<file path="src/rtl/count_watch_pkg.sv">
// Shared types and default widths for the count_watch block.
package count_watch_pkg;

  localparam int unsigned CNT_W_DEF  = 4;
  localparam int unsigned WRAP_W_DEF = 8;
  localparam int unsigned EVT_CODE_W = 2;

  typedef enum logic [1:0] {
    EVT_NONE  = 2'b00,
    EVT_MATCH = 2'b01,
    EVT_WRAP  = 2'b10,
    EVT_BOTH  = 2'b11
  } evt_code_t;

  typedef enum logic [1:0] {
    EMPTY = 2'b00,
    ONE   = 2'b01,
    FULL  = 2'b10
  } buf_state_t;

endpackage

</file>
<file path="src/rtl/count_watch_evtbuf.sv">
// Two-entry valid/ready event buffer; head entry drives the outputs directly from registers.
module count_watch_evtbuf
  import count_watch_pkg::*;
#(
  parameter int unsigned DATA_W = 8
) (
  input  logic              clk,
  input  logic              reset,
  input  logic              in_vld,
  input  logic [DATA_W-1:0] in_data,
  output logic              out_vld,
  input  logic              out_rdy,
  output logic [DATA_W-1:0] out_data,
  output logic              ovf
);

  buf_state_t        state;
  logic [DATA_W-1:0] tail;
  logic              pop_c;

  assign pop_c = out_vld & out_rdy;

  // out_data is the head slot, tail is the second slot; a push into FULL without a pop is dropped
  always_ff @(posedge clk or posedge reset) begin
    if (reset) begin
      state    <= EMPTY;
      out_vld  <= 1'b0;
      out_data <= '0;
      tail     <= '0;
      ovf      <= 1'b0;
    end else begin
      case (state)
        EMPTY: begin
          if (in_vld) begin
            out_data <= in_data;
            out_vld  <= 1'b1;
            state    <= ONE;
          end
        end
        ONE: begin
          if (in_vld && !pop_c) begin
            tail  <= in_data;
            state <= FULL;
          end else if (in_vld && pop_c) begin
            out_data <= in_data;
          end else if (pop_c) begin
            out_vld <= 1'b0;
            state   <= EMPTY;
          end
        end
        FULL: begin
          if (pop_c) begin
            out_data <= tail;
            if (in_vld) begin
              tail <= in_data;
            end else begin
              state <= ONE;
            end
          end else if (in_vld) begin
            ovf <= 1'b1;
          end
        end
        default: begin
          state   <= EMPTY;
          out_vld <= 1'b0;
        end
      endcase
    end
  end

endmodule

</file>
<file path="src/rtl/count_watch.sv">
// Count stream watcher: wrap/match detection, saturating wrap tally, buffered event output.
// Optional sequence checker enabled by defining COUNT_WATCH_SEQ_CHK_EN.
module count_watch
  import count_watch_pkg::*;
#(
  parameter int unsigned CNT_W  = CNT_W_DEF,
  parameter int unsigned WRAP_W = WRAP_W_DEF
) (
  input  logic              clk,
  input  logic              reset,
  input  logic [CNT_W-1:0]  cnt_i,
  input  logic              cnt_vld_i,
  input  logic              match_en_i,
  input  logic [CNT_W-1:0]  match_val_i,
  output logic              evt_vld_o,
  input  logic              evt_rdy_i,
  output logic [1:0]        evt_code_o,
  output logic [CNT_W-1:0]  evt_cnt_o,
  output logic [WRAP_W-1:0] evt_wrap_o,
  output logic [WRAP_W-1:0] wrap_tally_o,
  output logic              ovf_o
`ifdef COUNT_WATCH_SEQ_CHK_EN
  ,
  output logic              seq_err_o
`endif
);

  localparam int unsigned PAY_W = EVT_CODE_W + CNT_W + WRAP_W;

  logic [CNT_W-1:0]  prev;
  logic              prev_vld;
  logic              wrap_c;
  logic              match_c;
  logic [WRAP_W-1:0] tally_next_c;
  evt_code_t         code_c;
  logic [PAY_W-1:0]  push_data_c;
  logic [PAY_W-1:0]  head_data;

  assign wrap_c  = cnt_vld_i && prev_vld && (prev == {CNT_W{1'b1}}) && (cnt_i == '0);
  assign match_c = cnt_vld_i && match_en_i && (cnt_i == match_val_i)
                   && (!prev_vld || (prev != cnt_i));

  assign tally_next_c = (wrap_c && (wrap_tally_o != {WRAP_W{1'b1}}))
                        ? WRAP_W'(wrap_tally_o + WRAP_W'(1)) : wrap_tally_o;

  assign code_c      = evt_code_t'({wrap_c, match_c});
  assign push_data_c = {code_c, cnt_i, tally_next_c};

  // Sample history and live tally
  always_ff @(posedge clk or posedge reset) begin
    if (reset) begin
      prev         <= '0;
      prev_vld     <= 1'b0;
      wrap_tally_o <= '0;
    end else if (cnt_vld_i) begin
      prev         <= cnt_i;
      prev_vld     <= 1'b1;
      wrap_tally_o <= tally_next_c;
    end
  end

`ifdef COUNT_WATCH_SEQ_CHK_EN
  logic seq_bad_c;

  // Legal steps: hold, +1 modulo 2^CNT_W, or restart to zero
  assign seq_bad_c = cnt_vld_i && prev_vld && (cnt_i != prev)
                     && (cnt_i != CNT_W'(prev + CNT_W'(1))) && (cnt_i != '0);

  always_ff @(posedge clk or posedge reset) begin
    if (reset) begin
      seq_err_o <= 1'b0;
    end else if (seq_bad_c) begin
      seq_err_o <= 1'b1;
    end
  end
`endif

  count_watch_evtbuf #(
    .DATA_W (PAY_W)
  ) u_evtbuf (
    .clk      (clk),
    .reset    (reset),
    .in_vld   (wrap_c | match_c),
    .in_data  (push_data_c),
    .out_vld  (evt_vld_o),
    .out_rdy  (evt_rdy_i),
    .out_data (head_data),
    .ovf      (ovf_o)
  );

  assign evt_code_o = head_data[PAY_W-1 -: EVT_CODE_W];
  assign evt_cnt_o  = head_data[WRAP_W +: CNT_W];
  assign evt_wrap_o = head_data[WRAP_W-1:0];

endmodule

</file>
<file path="config.mk">
export PLATFORM = sky130hd
export DESIGN_NAME = count_watch
export DESIGN_NICKNAME = d
export VERILOG_FILES = /design/src/rtl/count_watch_pkg.sv /design/src/rtl/count_watch_evtbuf.sv /design/src/rtl/count_watch.sv
export SDC_FILE = /design/constraint.sdc
export NUM_CORES = 1
export LEC_CHECK = 0
export BUFFER_PORTS_ARGS = -buffer_cell sky130_fd_sc_hd__buf_2
export CAP_MARGIN = 20
export CORE_MARGIN = 2
export CORE_UTILIZATION = 50
export DETAILED_ROUTE_END_ITERATION = 10
export GPL_ROUTABILITY_DRIVEN = 0
export GPL_TIMING_DRIVEN = 0
export PLACE_DENSITY = 0.77
export SYNTH_ARGS = -nofsm -noshare
export SYNTH_HDL_FRONTEND = slang
export SYNTH_SLANG_ARGS = --single-unit
</file>
<file path="constraint.sdc">
create_clock -name clk -period 2.4 [get_ports clk]
set_input_delay 0.48 -clock clk [delete_from_list [all_inputs] [get_ports clk]]
set_output_delay 0.48 -clock clk [all_outputs]
set_load 0.01 [all_outputs]
</file>
# Word-level counts from Yosys, hierarchy flattened
# Index checks and enable logic that the tools add are counted.
[op_classes]
n_addsub = 1
multipliers = 0
div = 0
n_lt_le_gt_ge = 0
n_eq_ne = 17
shifts = 0
mux = 21
n_bitwise = 4
reduce_logical = 21
[ops]
columns = ["op", "n"]
rows = [
  ["$mux W14", 6],
  ["$pmux W14 S3", 1],
  ["$pmux W14 S2", 1],
  ["$reduce_and A5 Y1", 3],
  ["$mux W2", 6],
  ["$ne A2 B1 Y1 const B", 6],
  ["$logic_and A1 B1 Y1", 9],
  ["$add A8 B1 Y8 const B", 1],
  ["$mux W8", 1],
  ["$ne A8 B8 Y1 const B", 1],
  ["$ne A2 B2 Y1 const B", 3],
  ["$pmux W2 S3", 1],
  ["$eq A4 B4 Y1", 1],
  ["$eq A4 B4 Y1 const B", 1],
  ["$logic_not A4 Y1", 1],
  ["$mux W1", 4],
  ["$ne A4 B4 Y1", 1],
  ["$reduce_and A4 Y1", 1],
  ["$ne A3 B1 Y1 const B", 1],
  ["$ne A3 B2 Y1 const B", 1],
  ["$pmux W1 S3", 1],
  ["$reduce_and A3 Y1", 1],
  ["$reduce_bool A3 Y1", 1],
  ["$eq A2 B1 Y1 const B", 1],
  ["other kinds (8)", 10],
]
[totals]
ff_bits = 45
latch_bits = 0
ramBits = 0
romBits = 0
in_bits = 13
output_inout_bits = 24
word_cells = 72
mem_count = 0

# Logic depth before layout (Yosys ltp)
[depth]
ltp_word = 8
mapped_depth = 8
mapped_depth_nobuf = 7

# Cells and area by module
# From an unflattened synthesis, not the netlist that was laid out.
[hier_totals]
cells_unflattened = 173
area_unflattened_um2 = 2391.0
[by_module_without_submodules]
columns = ["module", "n_inst", "cells_each", "area_each_um2", "seq_area_each_um2"]
rows = [
  ["count_watch_evtbuf", 1, 101, 1557.7, 800.8],
  ["count_watch", 1, 72, 833.3, 325.3],
]

# Worst setup path before layout
# OpenSTA, ideal clock, no wires.
[synth_path]
path_type = "input to register"
start = "input cnt_vld_i"
end = "register u_evtbuf.tail[8]"
setup_time_ns = 0.125
arrival_ns = 2.361
required_ns = 2.275
setup_slack_ns = -0.086
cell_stages = 7
path_buffers = 2
path_cell_list = "clkbuf_1 o211ai_1 or4b_1 o21ai_1 a21boi_2 buf_4 mux2_2"
[synth_via]
elab_chain_len = 7
elab_cells_between_ends = 11
cone_classes = "eq/ne: 2; bitwise: 1; reduce/logical: 8"
[synth_rtl]
columns = ["element", "line_no", "text"]
rows = [
  ["from (decl)", "count_watch.sv:12", "input logic cnt_vld_i,"],
  ["$logic_and A1 B1 Y1, on equally long branches (2 in a row)", "count_watch.sv:39, count_watch.sv:40", ""],
  ["$logic_and A1 B1 Y1, on equally long branches", "count_watch.sv:39, count_watch.sv:41", ""],
  ["$or A1 B1 Y1 (*)", "count_watch.sv:83", ".in_vld (wrap_c | match_c),"],
  ["$logic_and A1 B1 Y1", "count_watch_evtbuf.sv:41", "if (in_vld && !pop_c) begin"],
  ["$ne A2 B1 Y1 (no line)", "n/a", ""],
  ["$reduce_and A4 Y1 (no line) (*)", "n/a", ""],
  ["to (signal assigned)", "count_watch_evtbuf.sv:42", "tail <= in_data;"],
  ["to (signal assigned)", "count_watch_evtbuf.sv:55", "tail <= in_data;"],
  ["to (decl)", "count_watch_evtbuf.sv:18", "logic [DATA_W-1:0] tail;"],
]
# Every way passes the cells marked *; elsewhere a longest branch is shown, timed or not.
# A chain may end at the register's enable or synchronous reset.

# Worst setup path in the final report
[layout_path]
start = "input cnt_i[1]"
end = "register u_evtbuf.out_data[1]"
[layout_via]
elab_chain_len = 7
elab_cells_between_ends = 20
cone_classes = "eq/ne: 5; mux: 5; bitwise: 1; reduce/logical: 9"
[layout_rtl]
columns = ["element", "line_no", "text"]
rows = [
  ["from (decl)", "count_watch.sv:11", "input logic [CNT_W-1:0] cnt_i,"],
  ["$eq A4 B4 Y1, or another cell as far along", "count_watch.sv:40", "assign match_c = cnt_vld_i && match_en_i && (cnt_i == match_val_i)"],
  ["$logic_and A1 B1 Y1, or another cell as far along", "count_watch.sv:40", ""],
  ["$logic_and A1 B1 Y1, on equally long branches", "count_watch.sv:41, count_watch.sv:43", ""],
  ["$or A1 B1 Y1 or $mux W8 (tied branches)", "count_watch.sv:83, count_watch.sv:44", ""],
  ["$logic_and A1 B1 Y1, or another cell as far along", "count_watch_evtbuf.sv:44", "end else if (in_vld && pop_c) begin"],
  ["$ne A2 B1 Y1 (no line), or another cell as far along", "n/a", ""],
  ["$reduce_and A5 Y1 (no line) or $pmux W14 S3 (tied branches)", "n/a", ""],
  ["to (signal assigned)", "count_watch_evtbuf.sv:35", "out_data <= in_data;"],
  ["to (signal assigned)", "count_watch_evtbuf.sv:45", "out_data <= in_data;"],
  ["to (signal assigned)", "count_watch_evtbuf.sv:53", "out_data <= tail;"],
  ["to (decl)", "count_watch_evtbuf.sv:13", "output logic [DATA_W-1:0] out_data,"],
]
# Several ways; a longest one is shown, not always the timed one. The select of a mux whose other input is x is not followed.

==> impl_metrics.yaml <==
status:
  status: "finished clean"
power:
  p_per_area_nw_per_um2: 651
  switching_share: 0.253
  p_leak_nw: 1.41
  p_comb_frac: 0.162
  p_sw_uw: 448
  seq_power_share: 0.495
  p_total_mw: 1.78
  irDropWorstVdd_uv: 434
  clkPwrFrac: 0.343
  p_int_mw: 1.33
floorplanning:
  dieArea_sq_um: 4960
  initial_core_util: 0.514
  ioPinCount: 37
  dieHeight_microns: 70.4
  rows: 24
  die_x_microns: 70.4
  core_area_sq_um: 4290
yosys:
  synth_cell_types: 40
  synth_simple_gate_area_frac: 0.103
  syn_avg_cell_area_sq_um: 12.0
  synth_edf_count: 0
  ys_seq_elements: 45
  netlist_area_sq_um: 2210
  yosysSeqAreaShare: 0.510
  ys_top_cells_by_area: "dfrtp_1 (51%), mux2_2 (14%), mux2_4 (6.8%)"
  yosysWarnings: 0
  synth_top_area_frac: 0.510
  yosys_most_used_dff: "dfrtp_1"
  synthCells: 184
  async_flop_share: 1.00
  synth_nets: 198
  synth_xor_area_frac: 0.0476
  synth_compound_area_frac: 0.0862
  muxShareOfSynthArea: 0.216
  synthAdderAreaFrac: 0.00567
  synth_area_leader_cell: "dfrtp_1"
  synth_top_family_by_area: "multiplexers"
sta:
  min_period_ns: 2.38
  clock.fmax_ghz: 0.420
  slew_headroom: 0.573
  fin_crit_sh: 0.991
  finalSetupViolations: 0
  worst_pin_slew_ns: 0.634
  maxSlewViolCount: 0
  worst_slack_ns: 0.0208
  hold_viol: 0
  fin_skew_ns: 0.00817
  rsz0062_at_grt: "true"
clock_network:
  clk_pin_slew_ns: 0.09
  postCtsHoldBufs: 0
  cts_buffer_depth: 2
  htreeDepth: 2
  cts_sinks: 45
  numCtsBuffers: 5
  clk_latency_ns: 0.30
  root_buffer: "clkbuf_8"
  cts_tree: "yes"
min_path:
  hp-class: "input port to async pin"
layout:
  drive_above_1_share: 0.451
  area_growth_pct: 23.6
  antennaDiodeCount: 0
  fin_area_sq_um: 2730
  fin_util: 0.635
  final_common_cell: "dfrtp_1"
  layout_common_cells: "dfrtp_1 (45), buf_2 (32), mux2_2 (28)"
  final_nets: 248
worst_setup_path:
  cp_max_fo: 5
  path_class: "input port to flip-flop"
  critPathRequiredTime_ns: 2.59
  critPathLaunchType: "input port"
  crit_path_end_kind: "flip-flop"
  arrival_ns: 2.57
detailed_routing:
  post_drt_wl_per_cell_microns: 15.6
  firstDrtPassIters: 4
  drt-initial-drc-count: 102
  routed_wl_mm: 4.49
  ant_nets: 0
  drc: 0
  viasPerCell: 5.51
  vias: 1581
grt:
  grt_overflow_total: 0
  grtUsageMet1: 0.244
  antenna_found_initial: 0
  grt_busiest_layer: "met2"
  gr-usage-all-layers: 0.185
  grt_pass1_vias: 1535
  use_met3: 0.0375
  met2_usage: 0.303
  grt_pass1_wl_mm: 7.26
  grt_max_degree: 35
job:
  drv_cap: 0
placed_design:
  dpl.hpwl_mm: 2.99
  place_ws_ns: -0.344
  portBuffers: 35
  postPlaceCellArea_sq_um: 2480
-- layer usage --
layer,up-vias,wire [microns]
met4,0,56
li1,758,-
met1,777,2060
met2,40,2210
met5,-,0
met3,6,161
-- cell type report --
type | instances | area (sq um)
repair buffers | 43 | 284
plain buffers | 8 | 56.3
inverters | 7 | 28.8
well taps | 52 | 65.1
clock buffers | 6 | 82.6
fillers | 336 | 1570
flip-flops and latches | 45 | 1130
clock inverters | 2 | 37.5
multi-input cells | 124 | 1050
-- worst max-delay path: stages --
cell	delay (ns)
buf_8	0.08
inv_4	0.03
a222oi_1	0.30
or4b_4	0.53
or2_0	0.25
buf_4	0.16
a31o_4	0.28
clkbuf_16	0.17
mux2_4	0.29
-- flip-flops by register name, indices dropped and copies added (netlist names) --
register and cells:
u_evtbuf.out_data 14, u_evtbuf.tail 14, wrap_tally_o 8, prev 4, u_evtbuf.state 2, prev_vld 1
u_evtbuf.out_vld 1, u_evtbuf.ovf 1
-- Yosys cell counts (2+ instances only) --
cell,count
xor2_1,11
or2_2,2
clkbuf_1,5
o21ai_0,10
o221ai_1,2
nand2_1,19
mux2_2,28
dfrtp_1,45
o211ai_1,2
a21oi_1,5
nand4_1,2
nor4_1,4
nor2_1,3
inv_1,6
nand3_1,4
mux2_4,10
nor3_1,3
-- power groups by stage --
stage / registers, mW / clock network, mW / logic, mW
6_report: 0.879 / 0.609 / 0.287
2_1_floorplan: 0.918 / 0 / 0.148
5_1_grt: 0.892 / 0.636 / 0.318
3_5_place_dp: 0.895 / 0 / 0.275
4_1_cts: 0.880 / 0.610 / 0.278
3_3_place_gp: 0.892 / 0 / 0.265
-- timing repair --
item / in CTS / in global routing
setup buffers: 1 / 5
pin swaps: 1 / 3
cloned: 0 / 1
endpoints found under the setup margin: 13 / 20
resized for setup: 2 / 14
-- cells by family after synthesis --
family                     after synthesis
DFF                                     45
and+or+nand+nor                         44
muxes                                   39
AOI/OAI and AO/OA                       28
buffers and inverters                   15
xor gates and xnor gates                12
adders and majority gates                1
-- metrics by stage --
| stage | TNS, ns | cells | hold WS (ns) |
|---|---|---|---|
| after floorplan | 0 | 184 | 0.454 |
| after global placement | -5.89 | 271 | 0.450 |
| after detailed placement | -6.98 | 272 | 0.436 |
| after CTS | 0 | 281 | 0.112 |
| after global routing | -0.150 | 287 | 0.126 |
| final | 0 | 287 | 0.102 |
-- path summary, 6_finish.rpt --
| kind | start | endpoint | slack [ns] | cells past startpoint |
|---|---|---|---|---|
| worst min-delay path | reset | u_evtbuf.out_data[9] | 0.10 | 2 |
| worst max register to register | prev[3] | u_evtbuf.out_data[1] | 0.12 | 7 |
| worst max-delay path | cnt_i[1] | u_evtbuf.out_data[1] | 0.02 | 9 |
| worst min register to register | u_evtbuf.ovf | u_evtbuf.ovf | 0.48 | 1 |
| min in group clk | cnt_i[1] | u_evtbuf.tail[9] | 0.42 | 2 |
| max in group asynchronous | reset | u_evtbuf.tail[11] | 1.84 | 3 |
(Power assumes the default switching activity.)
